$ cat src/rtl/sell_ledger_if.sv
//------------------------------------------------------------------------------
// Module      : sell_ledger_if
// Description : Sell-order bus between the sell menu (master) and the ledger
//               (slave): request operands in, holdings/cash/status out.
// Revision    : 1.0 - initial release
//------------------------------------------------------------------------------
`default_nettype none

interface sell_ledger_if;
    logic        sell_req;
    logic [7:0]  stockA_sold;
    logic [7:0]  stockC_sold;
    logic [11:0] stockA_price;
    logic [11:0] stockC_price;
    logic [7:0]  stockA_qty;
    logic [7:0]  stockC_qty;
    logic [23:0] current_cash;
    logic        busy;
    logic        done;
    logic        error;

    modport master (
        output sell_req, stockA_sold, stockC_sold, stockA_price, stockC_price,
        input  stockA_qty, stockC_qty, current_cash, busy, done, error
    );

    modport slave (
        input  sell_req, stockA_sold, stockC_sold, stockA_price, stockC_price,
        output stockA_qty, stockC_qty, current_cash, busy, done, error
    );
endinterface

`default_nettype wire

$ cat src/rtl/sell_ledger.sv
//------------------------------------------------------------------------------
// Module      : sell_ledger
// Description : Cash / crop-holding ledger that validates and commits sell
//               orders using a sequential shift-add multiplier per line.
//               Optional per-line fee enabled by macro SELL_LEDGER_FEE_EN.
// Revision    : 1.0 - initial release
//------------------------------------------------------------------------------
`default_nettype none

module sell_ledger #(
    parameter logic [23:0] INIT_CASH  = 24'h000100,
    parameter logic [7:0]  INIT_QTY_A = 8'h20,
    parameter logic [7:0]  INIT_QTY_C = 8'h10
`ifdef SELL_LEDGER_FEE_EN
    ,
    parameter logic [11:0] FEE        = 12'h005
`endif
) (
    input  wire logic    clock_50,
    input  wire logic    resetn,
    sell_ledger_if.slave bus
);

    typedef enum logic [2:0] {
        S_IDLE   = 3'd0,
        S_CHECK  = 3'd1,
        S_ERR    = 3'd2,
        S_MUL_A  = 3'd3,
        S_MUL_C  = 3'd4,
        S_COMMIT = 3'd5,
        S_DONE   = 3'd6
    } state_t;

    localparam logic [23:0] c_cash_max = 24'hFFFFFF;

    state_t      r_state;
    logic [2:0]  r_cnt;
    logic [19:0] r_mcand;
    logic [7:0]  r_mplier;
    logic [19:0] r_acc;
    logic [19:0] r_prod_a;
    logic [7:0]  r_sold_a;
    logic [7:0]  r_sold_c;
    logic [11:0] r_price_c;
    logic [7:0]  r_qty_a;
    logic [7:0]  r_qty_c;
    logic [23:0] r_cash;
    logic        r_busy;
    logic        r_done;
    logic        r_error;

    logic [19:0] w_acc_next;
    logic [19:0] w_line_a;
    logic [19:0] w_line_c;
    logic [24:0] w_sum;
    logic [23:0] w_cash_next;

    assign w_acc_next = r_acc + (r_mplier[0] ? r_mcand : 20'd0);

    // In COMMIT, r_prod_a holds the A product and r_acc the C product.
`ifdef SELL_LEDGER_FEE_EN
    localparam logic [19:0] c_fee = {8'd0, FEE};
    assign w_line_a = (r_sold_a == 8'd0 || r_prod_a < c_fee) ? 20'd0 : r_prod_a - c_fee;
    assign w_line_c = (r_sold_c == 8'd0 || r_acc < c_fee)    ? 20'd0 : r_acc - c_fee;
`else
    assign w_line_a = r_prod_a;
    assign w_line_c = r_acc;
`endif

    assign w_sum       = {1'b0, r_cash} + {5'd0, w_line_a} + {5'd0, w_line_c};
    assign w_cash_next = w_sum[24] ? c_cash_max : w_sum[23:0];

    always_ff @(posedge clock_50 or negedge resetn) begin
        if (!resetn) begin
            r_state   <= S_IDLE;
            r_cnt     <= 3'd0;
            r_mcand   <= 20'd0;
            r_mplier  <= 8'd0;
            r_acc     <= 20'd0;
            r_prod_a  <= 20'd0;
            r_sold_a  <= 8'd0;
            r_sold_c  <= 8'd0;
            r_price_c <= 12'd0;
            r_qty_a   <= INIT_QTY_A;
            r_qty_c   <= INIT_QTY_C;
            r_cash    <= INIT_CASH;
            r_busy    <= 1'b0;
            r_done    <= 1'b0;
            r_error   <= 1'b0;
        end else begin
            case (r_state)
                S_IDLE: begin
                    if (bus.sell_req) begin
                        r_mcand   <= {8'd0, bus.stockA_price};
                        r_mplier  <= bus.stockA_sold;
                        r_sold_a  <= bus.stockA_sold;
                        r_sold_c  <= bus.stockC_sold;
                        r_price_c <= bus.stockC_price;
                        r_acc     <= 20'd0;
                        r_cnt     <= 3'd0;
                        r_error   <= 1'b0;
                        r_busy    <= 1'b1;
                        r_state   <= S_CHECK;
                    end
                end
                S_CHECK: begin
                    if (r_sold_a > r_qty_a || r_sold_c > r_qty_c)
                        r_state <= S_ERR;
                    else
                        r_state <= S_MUL_A;
                end
                S_ERR: begin
                    r_error <= 1'b1;
                    r_done  <= 1'b1;
                    r_state <= S_DONE;
                end
                S_MUL_A: begin
                    r_cnt <= r_cnt + 3'd1;
                    if (r_cnt == 3'd7) begin
                        // Park the A product and reload the shifter for line C.
                        r_prod_a <= w_acc_next;
                        r_acc    <= 20'd0;
                        r_mcand  <= {8'd0, r_price_c};
                        r_mplier <= r_sold_c;
                        r_state  <= S_MUL_C;
                    end else begin
                        r_acc    <= w_acc_next;
                        r_mcand  <= r_mcand << 1;
                        r_mplier <= r_mplier >> 1;
                    end
                end
                S_MUL_C: begin
                    r_cnt    <= r_cnt + 3'd1;
                    r_acc    <= w_acc_next;
                    r_mcand  <= r_mcand << 1;
                    r_mplier <= r_mplier >> 1;
                    if (r_cnt == 3'd7)
                        r_state <= S_COMMIT;
                end
                S_COMMIT: begin
                    r_qty_a <= r_qty_a - r_sold_a;
                    r_qty_c <= r_qty_c - r_sold_c;
                    r_cash  <= w_cash_next;
                    r_done  <= 1'b1;
                    r_state <= S_DONE;
                end
                S_DONE: begin
                    r_done  <= 1'b0;
                    r_busy  <= 1'b0;
                    r_state <= S_IDLE;
                end
                default: r_state <= S_IDLE;
            endcase
        end
    end

    assign bus.stockA_qty   = r_qty_a;
    assign bus.stockC_qty   = r_qty_c;
    assign bus.current_cash = r_cash;
    assign bus.busy         = r_busy;
    assign bus.done         = r_done;
    assign bus.error        = r_error;

endmodule

`default_nettype wire

$ cat src/flat_wrapper.sv
// flat-port wrapper written by rule: the top's interface ports become plain ports
module sell_ledger_flat 
#(
    parameter logic [23:0] INIT_CASH  = 24'h000100,
    parameter logic [7:0]  INIT_QTY_A = 8'h20,
    parameter logic [7:0]  INIT_QTY_C = 8'h10

)
  (clock_50, resetn, bus_sell_req, bus_stockA_sold, bus_stockC_sold, bus_stockA_price, bus_stockC_price, bus_stockA_qty, bus_stockC_qty, bus_current_cash, bus_busy, bus_done, bus_error);
  sell_ledger_if bus_i ();
  input  wire logic clock_50;
  input  wire logic resetn;
  input wire logic [$bits(bus_i.sell_req)-1:0] bus_sell_req;
  input wire logic [$bits(bus_i.stockA_sold)-1:0] bus_stockA_sold;
  input wire logic [$bits(bus_i.stockC_sold)-1:0] bus_stockC_sold;
  input wire logic [$bits(bus_i.stockA_price)-1:0] bus_stockA_price;
  input wire logic [$bits(bus_i.stockC_price)-1:0] bus_stockC_price;
  output wire logic [$bits(bus_i.stockA_qty)-1:0] bus_stockA_qty;
  output wire logic [$bits(bus_i.stockC_qty)-1:0] bus_stockC_qty;
  output wire logic [$bits(bus_i.current_cash)-1:0] bus_current_cash;
  output wire logic [$bits(bus_i.busy)-1:0] bus_busy;
  output wire logic [$bits(bus_i.done)-1:0] bus_done;
  output wire logic [$bits(bus_i.error)-1:0] bus_error;
  assign bus_i.sell_req = bus_sell_req;
  assign bus_i.stockA_sold = bus_stockA_sold;
  assign bus_i.stockC_sold = bus_stockC_sold;
  assign bus_i.stockA_price = bus_stockA_price;
  assign bus_i.stockC_price = bus_stockC_price;
  assign bus_stockA_qty = bus_i.stockA_qty;
  assign bus_stockC_qty = bus_i.stockC_qty;
  assign bus_current_cash = bus_i.current_cash;
  assign bus_busy = bus_i.busy;
  assign bus_done = bus_i.done;
  assign bus_error = bus_i.error;
  sell_ledger #(.INIT_CASH(INIT_CASH), .INIT_QTY_A(INIT_QTY_A), .INIT_QTY_C(INIT_QTY_C)) u_core (.clock_50(clock_50), .resetn(resetn), .bus(bus_i));
endmodule
$ cat config.mk
export PLATFORM = sky130hd
export DESIGN_NAME = sell_ledger_flat
export DESIGN_NICKNAME = d
export VERILOG_FILES = /design/src/rtl/sell_ledger_if.sv /design/src/rtl/sell_ledger.sv /design/src/flat_wrapper.sv
export SDC_FILE = /design/constraint.sdc
export NUM_CORES = 1
export LEC_CHECK = 0
export ABC_AREA = 0
export BUFFER_PORTS_ARGS = -buffer_cell sky130_fd_sc_hd__buf_2
export CORE_MARGIN = 5
export CORE_UTILIZATION = 54
export DETAILED_ROUTE_END_ITERATION = 16
export GPL_TIMING_DRIVEN = 0
export MAX_ROUTING_LAYER = met4
export PLACE_DENSITY = 0.88
export REMOVE_ABC_BUFFERS = 1
export SYNTH_ARGS = -nofsm -noshare
export SYNTH_HDL_FRONTEND = slang
export SYNTH_SLANG_ARGS = --single-unit
$ cat constraint.sdc
create_clock -name clock_50 -period 3.1 [get_ports clock_50]
set_input_delay 0.31 -clock clock_50 [delete_from_list [all_inputs] [get_ports clock_50]]
set_output_delay 0.31 -clock clock_50 [all_outputs]
set_load 0.01 [all_outputs]
==> impl_metrics.toml, run 1 <==
[run_status]
outcome = "finished, violations left"
failed_checks = "setup timing"

[pwr]
power_per_cell_area_mw_per_mm2 = 1150
ir_drop_mv = 0.571
p_leak_nw = 4.98

[worst_setup_path]
crit_fanout = 6
critPathBufInv = 0
critical_path.top_delay_family = "compound AO/OA/AOI/OAI gates"
endpoint_kind = "flip-flop"
critical_path_class = "reg -> reg"
critPathLaunchType = "flip-flop"
path_cells = "fa_1 > ha_1 > a21oi_1 > o21ai_1 > or4_1 > o21ai_2 > o21ai_2 > o31ai_2 > mux2_2"
worst_ep_arrival_time_ps = 3520
crit_required_ps = 3420
max_stage_delay_ps = 500
cell_with_the_largest_stage_delay_on_the_worst_path = "fa_1"
timing.critical_path.mode_cell = "o21ai_2"

[layout]
fill_cells = 1144
layout.cells.most_common_list = "nand2_1, dfrtp_1, buf_2, o21ai_0, nor2_1"
post-route-util_pct = 66.5
non_filler_cells_final = 1263
register_area_mm2 = 0.00363
area_used_by_multi_input_combinational_logic_mm2 = 0.00508
fin_nets = 1157
layout.cells.most_common = "nand2_1"
fraction_of_final_layout_cells_sized_beyond_drive_strength_1_pct = 20.9
flow.area_growth_from_synthesis_pct = 20.8

[timing]
hold_slack_ps = 66.9
post_route_clock_period_utilization_pct = 103
fin_setup_tns_ps = -131
period_minus_slack_ps = 3200
finalHoldViolCount = 0
fin_worst_setup_slack_ps = -103
achievable-frequency_mhz = 312
setup_viol = 3
timing.final.max_slew_violations = 0
max_slew.worst_pin.slew_ps = 1300
maxSlewHeadroom_pct = 13.0
fin_worst_skew_ps = 6.80
rsz0062_at_grt = "true"

[global_route]
grt_max_degree = 78
gr-total-overflow = 0
groute.layer.met3.usage_pct = 6.21
grt_use_met2_pct = 41.0
use_met1_pct = 29.4
grt_antenna_before_repair = 2
grt_pass1_vias = 7563
grt_most_used_layer = "met2"
wire_length_of_the_first_global_routing_pass_mm = 36.1
grt_util_all_layers_pct = 25.0

[cts]
clk_pin_slew_worst_paths_ps = 60
clk-insertion-delay-late_ps = 430
cts_inserted_buffers = 17
cts_tree = "done"
numClockSinks = 145
cts-root-to-sink-buffers = 2
clk_root_buffer_cell = "clkbuf_16"
htreeDepth = 4

[floorplan]
io_pins = 86
design.core.area_mm2 = 0.0158
placement_rows = 46
die-area_mm2 = 0.0188
die_height_um = 137
fp.dieW_um = 137
initial_utilization_pct = 55.0

[synth]
synth_enable_flop_cells = 0
netlist_instances = 935
avgSynthCellArea_um2 = 9.32
yosys_register_bits = 145
mappedNetlistArea_mm2 = 0.00871
ys_dominant_reg_cell = "dfrtp_1"
ys_warn_count = 0
post_synth_num_cell_types = 67
synth_seq_area_share_pct = 41.7
synth_async_sr_flop_share_pct = 100

[route]
ant_nets = 0
wl_per_cell_um = 17.9
first_pass_iters = 5
routed_via_count_divided_by_cell_count = 5.90
dr_total_vias = 7450
dr.first_iter.drc_count = 531
postRouteWirelength_mm = 22.7
route.detailed.drc = 0

[hold_path]
hold_class = "in -> reg"

[place]
post-place-cells = 1201
dp_slack_ps = -297
dp_hpwl_mm = 14.6
io_buffers = 85
place.gp.congestion = 0.907

[job]
number_of_max_cap_violations = 0
==> worst paths after layout <==
kind / endpoint / from / cells past startpoint / slack [ps]
max in group asynchronous: u_core.bus.stockC_qty[4]$_DFFE_PN1N_ / resetn / 3 / 1850
worst min-delay path: u_core.r_price_c[1]$_DFFE_PN0P_ / bus_stockC_price[1] / 3 / 70
worst min register to register: u_core.r_price_c[11]$_DFFE_PN0P_ / u_core.r_price_c[11]$_DFFE_PN0P_ / 2 / 480
worst max-delay path: u_core.bus.current_cash[21]$_DFFE_PN0N_ / u_core.bus.current_cash[12]$_DFFE_PN0N_ / 9 / -100
worst max register to register: u_core.bus.current_cash[21]$_DFFE_PN0N_ / u_core.bus.current_cash[12]$_DFFE_PN0N_ / 9 / -100
min in group asynchronous: u_core.r_price_c[0]$_DFFE_PN0P_ / resetn / 2 / 440
==> timing repair <==
action                                  CTS  global route
gates cloned                              1             0
setup buffers                            11            15
resized for setup                        17            41
pin swaps                                10            33
endpoints found under the setup margin   28            32
hold buffers                              1             0
hold endpoints to repair                 67             0
==> cells by family (layout without fill, tap and decap cells) <==
logic type	Yosys count	count (layout)	synth area share, %
adder cells (fa/ha/maj)	82	82	13.8
flip-flops	145	145	41.7
AND/OR/NAND/NOR	316	317	16.2
other	0	3	0
multiplexers	8	8	1.02
XOR/XNOR	35	35	3.52
AO/OA/AOI/OAI	264	264	19.8
buffers and inverters	85	193	3.98
==> per-layer routing <==
layer  wire [µm]  part of all wire [%]
met3        1570                   6.9
met4         698                   3.1
met1        9170                    40
met5           0                     0
met2       11200                    50
==> cells in the mapped netlist (all sizes together) (2+ instances only) <==
library cell / instances / area (µm²)
nand2: 172 / 648
dfrtp: 142 / 3550
o21ai: 68 / 344
nor2: 60 / 225
ha: 58 / 726
a21oi: 52 / 264
inv: 43 / 161
a31oi: 35 / 219
clkbuf: 35 / 141
and2: 27 / 171
fa: 24 / 480
a22o: 21 / 185
xor2: 18 / 158
xnor2: 17 / 149
nand3: 13 / 65.1
o22ai: 13 / 81.3
a21o: 12 / 92.6
o31ai: 12 / 90.1
nor2b: 11 / 68.8
a21boi: 8 / 60.1
o211ai: 8 / 70.1
buf: 7 / 43.8
mux2: 7 / 78.8
nand2b: 7 / 43.8
nor3: 6 / 30.0
o21a: 6 / 45.0
and3: 5 / 37.5
a211oi: 4 / 40.0
nand4: 4 / 25.0
nand4b: 4 / 35.0
a221oi: 3 / 38.8
dfstp: 3 / 78.8
nor3b: 3 / 27.5
o2111ai: 3 / 26.3
o311ai: 3 / 26.3
a222oi: 2 / 20.0
a22oi: 2 / 15.0
o21bai: 2 / 15.0
o22a: 2 / 17.5
o31a: 2 / 17.5
or4: 2 / 15.0
==> sequential cells by signal, summed over array words and instances (netlist names) <==
signal	flops
u_core.r_acc	20
u_core.r_price_c	12
u_core.bus.current_cash	24
u_core.r_prod_a	20
u_core.bus.done	1
u_core.bus.error	1
u_core.bus.stockC_qty	8
u_core.r_cnt	3
u_core.r_mplier	8
u_core.r_state	3
u_core.r_sold_a	8
u_core.r_sold_c	8
u_core.r_mcand	20
u_core.bus.stockA_qty	8
u_core.bus.busy	1
==> where the power goes <==
group	internal, mW	switching [mW]
Clock	1.23	0.774
Combinational	2.88	3.82
Sequential	2.67	0.694
Total	6.77	5.29
==> stage by stage <==
| step | total power [mW] | cell area, µm² |
|---|---|---|
| floorplan | 7.31 | 8530 |
| detailed placement | 8.94 | 9370 |
| global route | 12.9 | 10500 |
| CTS | 11.2 | 10100 |
| finish | 12.1 | 10500 |
| global placement | 8.48 | 9220 |
==> worst register-to-register path, stage by stage (launching register included) <==
cell and delay (ps):
dfrtp_1 430, fa_1 500, ha_1 390, a21oi_1 220
o21ai_1 150, or4_1 440, o21ai_2 230, o21ai_2 130
o31ai_2 240, mux2_2 360
==> final cells by class <==
| cell class | instances | share of cell area (%) |
|---|---|---|
| Tap cell | 216 | 2.57 |
| Clock inverter | 4 | 0.452 |
| Antenna cell | 3 | 0.0714 |
| Multi-Input combinational cell | 706 | 48.3 |
| Sequential cell | 145 | 34.6 |
| Clock buffer | 27 | 4.97 |
| Inverter | 43 | 1.53 |
| Timing Repair Buffer | 119 | 7.52 |
(Power assumes the default switching activity.)
==> run 2, diff against run 1 <==
RECOVER_POWER = 25   (was default)
==> impl_metrics.toml, run 2 (same netlist as run 1, synthesis figures left out) <==
[run_status]
outcome = "finished, violations left"
failed_checks = "capacitance limit, slew limit, setup timing"

[cts]
cts_tree = "done"
htreeDepth = 4
clk_root_buffer_cell = "clkbuf_16"
clk_pin_slew_worst_paths_ps = 60
cts_inserted_buffers = 17
cts-root-to-sink-buffers = 2
clk-insertion-delay-late_ps = 430
numClockSinks = 145

[timing]
timing.final.max_slew_violations = 69
setup_viol = 11
period_minus_slack_ps = 3200
max_slew.worst_pin.slew_ps = 1740
hold_slack_ps = 69.6
fin_worst_setup_slack_ps = -104
finalHoldViolCount = 0
rsz0062_at_grt = "true"
maxSlewHeadroom_pct = -15.7
post_route_clock_period_utilization_pct = 103
achievable-frequency_mhz = 312
fin_worst_skew_ps = 6.40

[pwr]
power_per_cell_area_mw_per_mm2 = 1150
ir_drop_mv = 0.573
p_leak_nw = 4.95

[place]
place.gp.congestion = 0.907
placedInstanceArea_mm2 = 0.00937
io_buffers = 85
dp_hpwl_mm = 14.6
dp_slack_ps = -297

[route]
first_pass_iters = 5
ant_nets = 0
route.detailed.drc = 0
dr.first_iter.drc_count = 500
dr_total_vias = 7429
postRouteWirelength_mm = 22.5
routed_via_count_divided_by_cell_count = 5.88
wl_per_cell_um = 17.8

[worst_setup_path]
critical_path.endpoint = "u_core.bus.current_cash[21]$_DFFE_PN0N_"
worstReg2RegStart = "u_core.bus.current_cash[12]$_DFFE_PN0N_"
crit_fanout = 6
worst_ep_arrival_time_ps = 3520
timing.critical_path.from = "u_core.bus.current_cash[12]$_DFFE_PN0N_"
reg2reg_to = "u_core.bus.current_cash[21]$_DFFE_PN0N_"
critical_path_class = "reg -> reg"
worstRegToRegCells = 9
endpoint_kind = "flip-flop"
critPathLaunchType = "flip-flop"
worst-r2r-setup-slack_ps = -100
crit_required_ps = 3410

[floorplan]
design.core.area_mm2 = 0.0158
fp.dieW_um = 137
die_height_um = 137
initial_utilization_pct = 55.0
io_pins = 86
placement_rows = 46
die-area_mm2 = 0.0188

[layout]
layout.cells.most_common_list = "nand2_1, dfrtp_1, buf_2, o21ai_0, nor2_1"
design_area_mm2 = 0.0105
fin_nets = 1157
largest_reg_flops = 24
area_used_by_multi_input_combinational_logic_mm2 = 0.00508
flow.area_growth_from_synthesis_pct = 20.6
layout.cells.most_common = "nand2_1"
fraction_of_final_layout_cells_sized_beyond_drive_strength_1_pct = 20.0
post-route-util_pct = 66.4
register_area_mm2 = 0.00363
fill_cells = 1154

[global_route]
grt_antenna_before_repair = 2
grt_pass1_vias = 7563
grt_util_all_layers_pct = 25.0
wire_length_of_the_first_global_routing_pass_mm = 36.1
grt_max_degree = 78
gr-total-overflow = 0

[hold_path]
hold_class = "in -> reg"

[job]
number_of_max_cap_violations = 1
run 2: how the worst min path moves through the flow:
stage / from / endpoint / slack [ps] / cells after the start
after floorplan: resetn / u_core.bus.busy$_DFFE_PN0P_ / 10 / 0
after global placement: u_core.r_price_c[9]$_DFFE_PN0P_ / u_core.r_price_c[9]$_DFFE_PN0P_ / 460 / 2
after detailed placement: resetn / u_core.bus.error$_DFFE_PN0P_ / 350 / 1
after CTS: bus_stockC_price[1] / u_core.r_price_c[1]$_DFFE_PN0P_ / 60 / 3
after global routing: bus_stockC_price[0] / u_core.r_price_c[0]$_DFFE_PN0P_ / 80 / 3
final: bus_stockC_price[1] / u_core.r_price_c[1]$_DFFE_PN0P_ / 70 / 3
run 2: through the flow:
step / power (mW) / cells / TNS (ps)
2_1_floorplan: 7.31 / 893 / -81480
3_3_place_gp: 8.48 / 1194 / -270400
3_5_place_dp: 8.94 / 1201 / -3040
4_1_cts: 11.2 / 1245 / -16.5
5_1_grt: 12.9 / 1262 / -1590
6_report: 12.0 / 1263 / -207
run 2: timing repair:
action                     CTS  global route
gates cloned                 1             0
pin swaps                   10            33
setup endpoints to repair   28            32
buffers inserted            11            15
hold buffers                 1             0
hold endpoints to repair    67             0
resized for setup           17            41
run 2: critical path, stage by stage (launching register included):
cell     delay (ps)
dfrtp_1         430
fa_1            500
ha_1            400
a21oi_1         210
o21ai_1         150
or4_1           440
o21ai_2         230
o21ai_2         130
o31ai_2         240
mux2_2          360
run 2: where the power goes:
part           switching (mW)  internal [mW]
combinational            3.81           2.86
sequential              0.692           2.67
clock                   0.770           1.23
run 2: cell type report:
cell class | instances | share of cell area [%]
clock buffers | 27 | 4.98
well taps | 216 | 2.57
diodes | 3 | 0.0715
clock inverters | 4 | 0.453
multi-input cells | 706 | 48.4
inverters | 43 | 1.54
repair buffers | 119 | 7.36
flip-flops and latches | 145 | 34.6
run 2: layer usage:
metal  share of wire, %  vias up  wire (µm)  GRT usage, %
met5                  0        -          0             -
met3                6.3       67       1420          6.21
li1                   -     3493          -             -
met1                 41     3584       9190          29.4
met2                 50      285      11200          41.0
met4                3.0        0        667          10.7
==> run 3, diff against run 2 <==
REMOVE_ABC_BUFFERS = default   (was 1)
==> impl_metrics.toml, run 3 (same netlist as run 1, synthesis figures left out) <==
[run_status]
outcome = "finished, violations left"
failed_checks = "capacitance limit, slew limit, setup timing"

[place]
post-place-cells = 1237
io_buffers = 85
placedInstanceArea_mm2 = 0.00944
dp_hpwl_mm = 16.1
place.gp.congestion = 0.966

[route]
first_pass_iters = 7
dr.first_iter.drc_count = 592
wl_per_cell_um = 18.8
postRouteWirelength_mm = 24.1
route.detailed.drc = 0
routed_via_count_divided_by_cell_count = 5.97
ant_nets = 0
dr_total_vias = 7651

[layout]
fill_cells = 1191
non_filler_cells_final = 1281
antenna_cells = 0
largest_reg_flops = 24
design_area_mm2 = 0.0103
post-route-util_pct = 65.4
fin_nets = 1177
register_area_mm2 = 0.00363
flow.area_growth_from_synthesis_pct = 18.8
area_used_by_multi_input_combinational_logic_mm2 = 0.00498
fraction_of_final_layout_cells_sized_beyond_drive_strength_1_pct = 16.7
layout.cells.most_common_list = "nand2_1, dfrtp_1, buf_2, o21ai_0, nor2_1"
layout.cells.most_common = "nand2_1"

[global_route]
grt_antenna_before_repair = 0
gr-total-overflow = 0
wire_length_of_the_first_global_routing_pass_mm = 37.5
grt_util_all_layers_pct = 26.4
grt_max_degree = 75
grt_pass1_vias = 7548

[pwr]
p_leak_nw = 4.89
power_per_cell_area_mw_per_mm2 = 1140
ir_drop_mv = 0.580

[floorplan]
fp.dieW_um = 137
placement_rows = 46
design.core.area_mm2 = 0.0158
die-area_mm2 = 0.0188
die_height_um = 137
initial_utilization_pct = 55.0
io_pins = 86

[synth]
mappedNetlistNets = 1060

[timing]
timing.final.max_slew_violations = 72
max_slew.worst_pin.slew_ps = 1800
achievable-frequency_mhz = 320
maxSlewHeadroom_pct = -20.3
period_minus_slack_ps = 3130
finalHoldViolCount = 0
fin_worst_setup_slack_ps = -29.0
rsz0062_at_grt = "true"
fin_setup_tns_ps = -48.9
fin_worst_skew_ps = 7.77
post_route_clock_period_utilization_pct = 101
setup_viol = 2

[cts]
clk_pin_slew_worst_paths_ps = 60
cts_inserted_buffers = 17
clk_root_buffer_cell = "clkbuf_16"
cts-root-to-sink-buffers = 2
clk-insertion-delay-late_ps = 440
cts_tree = "done"
numClockSinks = 145
htreeDepth = 4

[hold_path]
timing.hold.worst.start = "bus_stockC_price[8]"
whs_path_cells = 3
hold_class = "in -> reg"
hold_end = "u_core.r_price_c[8]$_DFFE_PN0P_"

[worst_setup_path]
critPathLaunchType = "flip-flop"
crit_required_ps = 3420
worst_ep_arrival_time_ps = 3450
timing.critical_path.from = "u_core.bus.current_cash[1]$_DFFE_PN0N_"
crit_fanout = 3
reg2reg_to = "u_core.bus.current_cash[21]$_DFFE_PN0N_"
endpoint_kind = "flip-flop"
worstRegToRegCells = 12
critical_path_class = "reg -> reg"
worstReg2RegStart = "u_core.bus.current_cash[1]$_DFFE_PN0N_"
worst-r2r-setup-slack_ps = -30

[job]
number_of_max_cap_violations = 1
[run 3: layout make-up]
class,instances,share of cell area (%)
inverters,43,1.56
clock inverters,7,0.725
multi-input cells,705,48.1
clock buffers,25,4.88
flip-flops and latches,145,35.1
well taps,216,2.61
plain buffers,41,1.79
repair buffers,99,5.22
[run 3: metal layers]
metal / share of wire, % / vias up / routed length, µm / GRT usage [%]
li1: - / 3533 / - / -
met1: 40 / 3727 / 9740 / 32.8
met2: 49 / 317 / 11900 / 42.9
met3: 6.9 / 74 / 1660 / 5.33
met4: 3.2 / 0 / 766 / 9.65
met5: 0 / - / 0 / -
[run 3: worst max path at each step]
stage	end	slack, ps
final	u_core.bus.current_cash[21]$_DFFE_PN0N_	-30
after global routing	u_core.bus.current_cash[23]$_DFFE_PN0N_	-90
after CTS	u_core.bus.current_cash[21]$_DFFE_PN0N_	5
after detailed placement	u_core.bus.current_cash[21]$_DFFE_PN0N_	-300
after global placement	u_core.r_price_c[4]$_DFFE_PN0P_	-310
after floorplan	u_core.bus.current_cash[21]$_DFFE_PN0N_	100
[run 3: repair_timing]
| action | CTS | global route |
|---|---|---|
| setup endpoints to repair | 27 | 29 |
| setup buffers | 4 | 8 |
| pin swaps | 5 | 22 |
| gates resized for setup | 15 | 32 |
| endpoints found under the hold margin | 69 | 0 |
| hold buffers | 1 | 0 |
[run 3: power breakdown]
group	internal (mW)	switching, mW
clock	1.21	0.817
combinational	2.66	3.77
sequential	2.67	0.668
total	6.54	5.25
[run 3: stage by stage]
step | hold slack, ps | setup slack, ps | power [mW]
2_1_floorplan | 14.4 | 97.9 | 7.39
3_3_place_gp | 465 | -308 | 8.63
3_5_place_dp | 374 | -300 | 8.90
4_1_cts | 62.5 | 5.13 | 11.2
5_1_grt | 64.2 | -85.9 | 12.6
6_report | 67.4 | -29.0 | 11.8
[run 3: worst max-delay path, stage by stage, from the launching register on]
cell and delay (ps):
dfrtp_1 400, fa_1 580, ha_4 170, inv_2 40
fa_2 360, nand2b_4 160, a21oi_4 190, o311ai_4 120
a21oi_2 290, o21ai_4 110, o21ai_2 190, o31ai_1 90
mux2_2 280
